==> config.mk <==
export PLATFORM = sky130hd
export DESIGN_NAME = axi_lite_req_arbiter
export DESIGN_NICKNAME = d
export VERILOG_FILES = /design/src/rtl/axi_lite_req_arbiter.sv
export SDC_FILE = /design/constraint.sdc
export NUM_CORES = 1
export LEC_CHECK = 0
export CAP_MARGIN = 30
export CORE_MARGIN = 2
export CORE_UTILIZATION = 30
export CTS_BUF_LIST = sky130_fd_sc_hd__clkbuf_2 sky130_fd_sc_hd__clkbuf_4 sky130_fd_sc_hd__clkbuf_8
export CTS_CLUSTER_DIAMETER = 40
export DETAILED_ROUTE_END_ITERATION = 8
export PLACE_DENSITY = 0.68
export REMOVE_ABC_BUFFERS = 1
export SKIP_CTS_REPAIR_TIMING = 1
export SLEW_MARGIN = 20
export SYNTH_ARGS = -nofsm -noshare
export SYNTH_HDL_FRONTEND = slang
export SYNTH_SLANG_ARGS = --single-unit
==> constraint.sdc <==
create_clock -name ACLK -period 1.54 [get_ports ACLK]
set_clock_uncertainty 0.05 [all_clocks]
set_input_delay 0.231 -clock ACLK [delete_from_list [all_inputs] [get_ports ACLK]]
set_output_delay 0.231 -clock ACLK [all_outputs]
set_load 0.005 [all_outputs]
==> src/rtl/axi_lite_req_arbiter.sv <==
// Round-robin arbiter sharing one AXI4-Lite master command port among NUM_REQ requesters; optional WAIT watchdog via ARB_TIMEOUT_EN.
// Latency: req_ready in T, request pulse in T+1; completion handshake in C, rsp_valid in C+1, next grant in C+2.
// Backpressure: one command in flight; req_ready is withheld from all requesters until the response pulse has retired.
module axi_lite_req_arbiter #(
    parameter int DATA_WIDTH     = 32,
    parameter int ADDR_WIDTH     = 7,
    parameter int NUM_REQ        = 2,
    parameter int TIMEOUT_CYCLES = 256
) (
    input  logic                           ACLK,
    input  logic                           ARESET,
    input  logic [NUM_REQ-1:0]             req_valid,
    input  logic [NUM_REQ-1:0]             req_write,
    input  logic [NUM_REQ*ADDR_WIDTH-1:0]  req_addr,
    input  logic [NUM_REQ*DATA_WIDTH-1:0]  req_wdata,
    output logic [NUM_REQ-1:0]             req_ready,
    output logic [NUM_REQ-1:0]             rsp_valid,
    output logic [DATA_WIDTH-1:0]          rsp_rdata,
    output logic                           rsp_err,
    output logic                           write_request,
    output logic                           read_request,
    output logic [ADDR_WIDTH-1:0]          ext_waddr,
    output logic [ADDR_WIDTH-1:0]          ext_raddr,
    output logic [DATA_WIDTH-1:0]          ext_wdata,
    input  logic                           BVALID,
    input  logic                           BREADY,
    input  logic [1:0]                     BRESP,
    input  logic                           RVALID,
    input  logic                           RREADY,
    input  logic [DATA_WIDTH-1:0]          RDATA,
    output logic                           busy,
    output logic                           timeout
);

    localparam int GW = $clog2(NUM_REQ);

    if (NUM_REQ < 2 || NUM_REQ > 8 || TIMEOUT_CYCLES < 1) begin : g_param_check
        $error("axi_lite_req_arbiter: NUM_REQ must be 2..8 and TIMEOUT_CYCLES >= 1");
    end

    typedef enum logic [1:0] {
        IDLE  = 2'd0,
        ISSUE = 2'd1,
        WAIT  = 2'd2,
        RESP  = 2'd3
    } state_t;

    typedef struct packed {
        logic                  write;
        logic [ADDR_WIDTH-1:0] addr;
        logic [DATA_WIDTH-1:0] wdata;
    } cmd_t;

    state_t          state, state_nxt;
    cmd_t            cmd_q, cmd_sel;
    logic [GW-1:0]   grant_q, last_grant, pick;
    logic            grant_fire;
    logic            done;
    logic            expire;

    // Nearest valid requester after last_grant, measured as rotational distance.
    function automatic logic [GW-1:0] rr_pick(input logic [NUM_REQ-1:0] v,
                                              input logic [GW-1:0]      lg);
        logic [GW-1:0] sel;
        int            best_d;
        int            d;
        sel    = lg;
        best_d = NUM_REQ;
        for (int i = 0; i < NUM_REQ; i++) begin
            d = i - int'(lg) - 1;
            if (d < 0) d = d + NUM_REQ;
            if (v[i] && d < best_d) begin
                best_d = d;
                sel    = GW'(i);
            end
        end
        return sel;
    endfunction

    always_comb begin
        pick    = rr_pick(req_valid, last_grant);
        cmd_sel = '0;
        for (int i = 0; i < NUM_REQ; i++) begin
            if (pick == GW'(i)) begin
                cmd_sel.write = req_write[i];
                cmd_sel.addr  = req_addr[i*ADDR_WIDTH +: ADDR_WIDTH];
                cmd_sel.wdata = req_wdata[i*DATA_WIDTH +: DATA_WIDTH];
            end
        end
    end

    // Only the channel matching the in-flight op can complete it.
    always_comb begin
        done = 1'b0;
        if (state == WAIT) begin
            done = cmd_q.write ? (BVALID && BREADY) : (RVALID && RREADY);
        end
    end

    always_ff @(posedge ACLK) begin
        if (ARESET) state <= IDLE;
        else        state <= state_nxt;
    end

    always_comb begin
        state_nxt     = state;
        req_ready     = '0;
        rsp_valid     = '0;
        write_request = 1'b0;
        read_request  = 1'b0;
        grant_fire    = 1'b0;
        case (state)
            IDLE: begin
                if (|req_valid && !ARESET) begin
                    req_ready  = NUM_REQ'(1) << pick;
                    grant_fire = 1'b1;
                    state_nxt  = ISSUE;
                end
            end
            ISSUE: begin
                write_request = cmd_q.write;
                read_request  = !cmd_q.write;
                state_nxt     = WAIT;
            end
            WAIT: begin
                if (done || expire) state_nxt = RESP;
            end
            RESP: begin
                rsp_valid = NUM_REQ'(1) << grant_q;
                state_nxt = IDLE;
            end
            default: state_nxt = IDLE;
        endcase
    end

    always_ff @(posedge ACLK) begin
        if (ARESET) begin
            cmd_q      <= '0;
            grant_q    <= '0;
            last_grant <= GW'(NUM_REQ - 1);
            rsp_rdata  <= '0;
            rsp_err    <= 1'b0;
        end else begin
            if (grant_fire) begin
                cmd_q   <= cmd_sel;
                grant_q <= pick;
            end
            if (state == RESP) last_grant <= grant_q;
            if (done) begin
                rsp_err <= cmd_q.write ? (BRESP != 2'b00) : 1'b0;
                if (!cmd_q.write) rsp_rdata <= RDATA;
            end else if (expire) begin
                rsp_err <= 1'b1;
            end
        end
    end

`ifdef ARB_TIMEOUT_EN
    localparam int CW = $clog2(TIMEOUT_CYCLES + 1);

    logic [CW-1:0] wait_cnt;
    logic [CW-1:0] wait_cnt_nxt;
    logic          timeout_q;

    assign wait_cnt_nxt = wait_cnt + CW'(1);
    // A completion landing in the expiry cycle wins over the watchdog.
    assign expire = (state == WAIT) && !done && (wait_cnt_nxt == CW'(TIMEOUT_CYCLES));

    always_ff @(posedge ACLK) begin
        if (ARESET || state != WAIT) wait_cnt <= '0;
        else                         wait_cnt <= wait_cnt_nxt;
    end

    always_ff @(posedge ACLK) begin
        if (ARESET) timeout_q <= 1'b0;
        else        timeout_q <= expire;
    end

    assign timeout = timeout_q;
`else
    assign expire  = 1'b0;
    assign timeout = 1'b0;
`endif

    assign busy      = (state != IDLE);
    assign ext_waddr = cmd_q.addr;
    assign ext_raddr = cmd_q.addr;
    assign ext_wdata = cmd_q.wdata;

endmodule

==> impl_results.md <==
- Inserted Diodes: 0
- Htree depth: 3
- CTS Buffer Depth: 2
- Chip Width: about 110 µm
- CTS sink count: 77
- Max FO, Critical Path: 3
- Grt ovf: 0
- Clock-pin slew on the worst setup and hold paths: 90 ps
- Standby leakage power: approximately 3 nW
- Die Y: 114.0 µm
- Max Cap Violations: 0
- Final-report max-slew violation count: 0
- Clock tree root driver cell: clkbuf_8
- Vias: 3572
- GRT Total Usage: 15.58%
- Die area: 13000 µm²
- Yosys warns: 0
- CTS tree: yes
- Post-Syn Instances: 412
- Yosys top cell by area: dfxtp_1
- # fillers: approximately 1000
- IO Port Bufs: about 210
- RSZ-0062 raised after global routing: true
- Fmax: 554.9 MHz
- Design Area, Final: 6787 µm²
- Critical Path Max Stage Delay: 330 ps
- Crit path top cell by count: inv_2
- Detailed Route Iter0 Violations: 200
- Final setup viols: 73
- Layout area overhead: 86.91%
- Worst hold path class: in2reg
- IO Pins: ~210
- Vias in the first global route: 3263
- Max VDD drop: 0.0005737 V
- Crit path max-delay cell type: dfxtp_2
- Core Area: 11910 µm²
- Synth Register Bits: 77
- Main area contributors after synthesis: dfxtp_1, mux2i_1, buf_4, a211oi_1, nand2_1
- Failing checks: setup timing
- Setup Crit Path Kind: reg2out
- First-pass GRT wire length: 15.75 mm
- Worst path arrival time: roughly 1500 ps
- Setup TNS: -5305 ps
- TritonRoute pass-1 iters: 4
- Met2 Routed Length: 6.690 mm
- Drt wl/cell: 17.38 µm
- Slew of the pin with the lowest slew margin: approximately 700 ps
- Status: complete, but fails checks
- WL met3: 1.067 mm
- Final GP Congestion: between 0.7 and 0.8
- Tmin final: 1802 ps
- Final hold viol count: 0
- Synth Cell Area: approximately 3600 µm²
- Slew margin rel.: 51.91%
- CP endpoint kind: output pin
- Post-synth top area share: 42.45%
- Critical Path Start Type: flip-flop
- Final nets: 731
- Clock latency on the worst-skew pair: 360 ps
- Max Used Layer: met4
- Number of routed nets with antenna violations: 0
- Detailed placement HPWL: ~7.8 mm
- Avg Cell Area, Syn: 8.813 µm²
- Netlist cell types: 26
- Antenna violations before repair: 0
- FP Rows: 40
- Drt total wl: around 13 mm
- Worst Slack Setup Final: -262.0 ps
- Power, Total: 7.660 mW
- Fraction of layout cells with a size suffix above 1: 30.33%
- Initial core utilization: 30.48%
- CP delay by family, top: buffers and inverters
- Worst Path Buf+Inv: 4
- Worst path cell trace: inv_2 -> ha_4 -> inv_2 -> nor3_4 -> buf_4 -> nor2b_1 -> buf_2
- Fin crit share: 117.0%
- Vias per cell: 4.719
- Hold Slack: 353.8 ps
- Remaining DRCs: 0
- Placed Area: approximately 5600 µm²
- Seq/Total Area, Yosys: a little over two fifths
- Pwr Density: roughly 1100 nW/µm²
- CTS buffer count: 9
- Largest net degree at the start of global routing: 70
- WP data required: 1260 ps
- Final Util: 56.97%
- Met1 WL: about 5.2 mm
routing by layer:
layer  global-route usage (%)  up-vias
met5                        0        -
met2                    26.43      166
li1                         -     1729
met3                    5.685       16
met1                    17.20     1661
met4                    7.724        0
flip-flops by register name (all words and copies together), names as in the netlist:
| register | flops |
|---|---|
| ext_wdata | 32 |
| rsp_rdata | 32 |
| ext_raddr | 7 |
| state | 2 |
| cmd_q | 1 |
| grant_q | 1 |
| last_grant | 1 |
| rsp_err | 1 |
cells by family after synthesis:
logic type / synth area share [%]
AOI/OAI and AO/OA: 15.40
muxes: 11.92
and+or+nand+nor: 13.96
DFF: 42.45
adders and majority gates: 1.378
other: 0.1033
buffers and inverters: 14.78
through the flow:
step / instances / setup WS [ps]
after floorplan: 336 / -2316
after global placement: 711 / -444.6
after detailed placement: 711 / -467.2
after CTS: 727 / -753.0
after global routing: 757 / -356.2
final: 757 / -262.0
placed cells by master, fill, tap and decap left out, types with 7 or more instances in the layout:
cell type        instances
clkdlybuf4s50_1        172
a211oi_2                24
clkbuf_8                11
dlymetal6s2s_1          28
nand2_2                 13
clkbuf_16                9
a21oi_2                 29
dfxtp_2                 11
nor2_1                  46
mux2i_1                 35
nand2_4                 10
nand2_1                 43
buf_6                    7
buf_4                   24
a211oi_1                17
dfxtp_1                 65
buf_12                   8
synth_stat cells:
master    instances
dfxtp_1          77
nand2_1          66
buf_4            47
nor2_1           47
mux2i_1          41
a21oi_1          35
a211oi_1         33
clkbuf_1         16
buf_2             9
a211oi_2          8
inv_1             5
buf_8             4
ha_1              4
nand2b_1          4
and2_1            3
nor2b_1           2
o21ai_0           2
a211o_2           1
a31o_2            1
conb_1            1
mux2i_4           1
nand3_1           1
nor3_1            1
nor3_2            1
o21a_1            1
or2_2             1
worst paths after layout:
kind / start / to / slack, ps / cells past startpoint
worst min register to register: rsp_rdata[0]$_SDFFE_PP0P_ / rsp_rdata[0]$_SDFFE_PP0P_ / 410 / 2
worst max register to register: state[0]$_SDFFE_PP0P_ / rsp_rdata[15]$_SDFFE_PP0P_ / -130 / 11
worst max-delay path: state[1]$_SDFFE_PP0P_ / req_ready[1] / -260 / 7
worst min-delay path: ARESET / grant_q$_SDFFE_PP0P_ / 350 / 4
cell type report:
type | instances | area, µm² | share of cell area [%]
flip-flops and latches | 77 | 1559 | 22.97
multi-input cells | 254 | 1964 | 28.95
repair buffers | 258 | 2831 | 41.72
inverters | 5 | 18.77 | 0.2765
well taps | 147 | 183.9 | 2.710
clock inverters | 4 | 70.07 | 1.032
clock buffers | 12 | 158.9 | 2.341
tightest hold or removal path, delay by kind of cell:
family                 cells  cell delay [ps]
AND/OR/NAND/NOR            3              350
buffers and inverters      1              130
power by group:
group	internal [mW]	switching (mW)	total [mW]
logic	2.00	1.38	3.38
registers	2.32	0.189	2.51
clock network	1.01	0.757	1.77
total	5.33	2.33	7.66
Note: power is estimated with default switching activity, not from simulation.
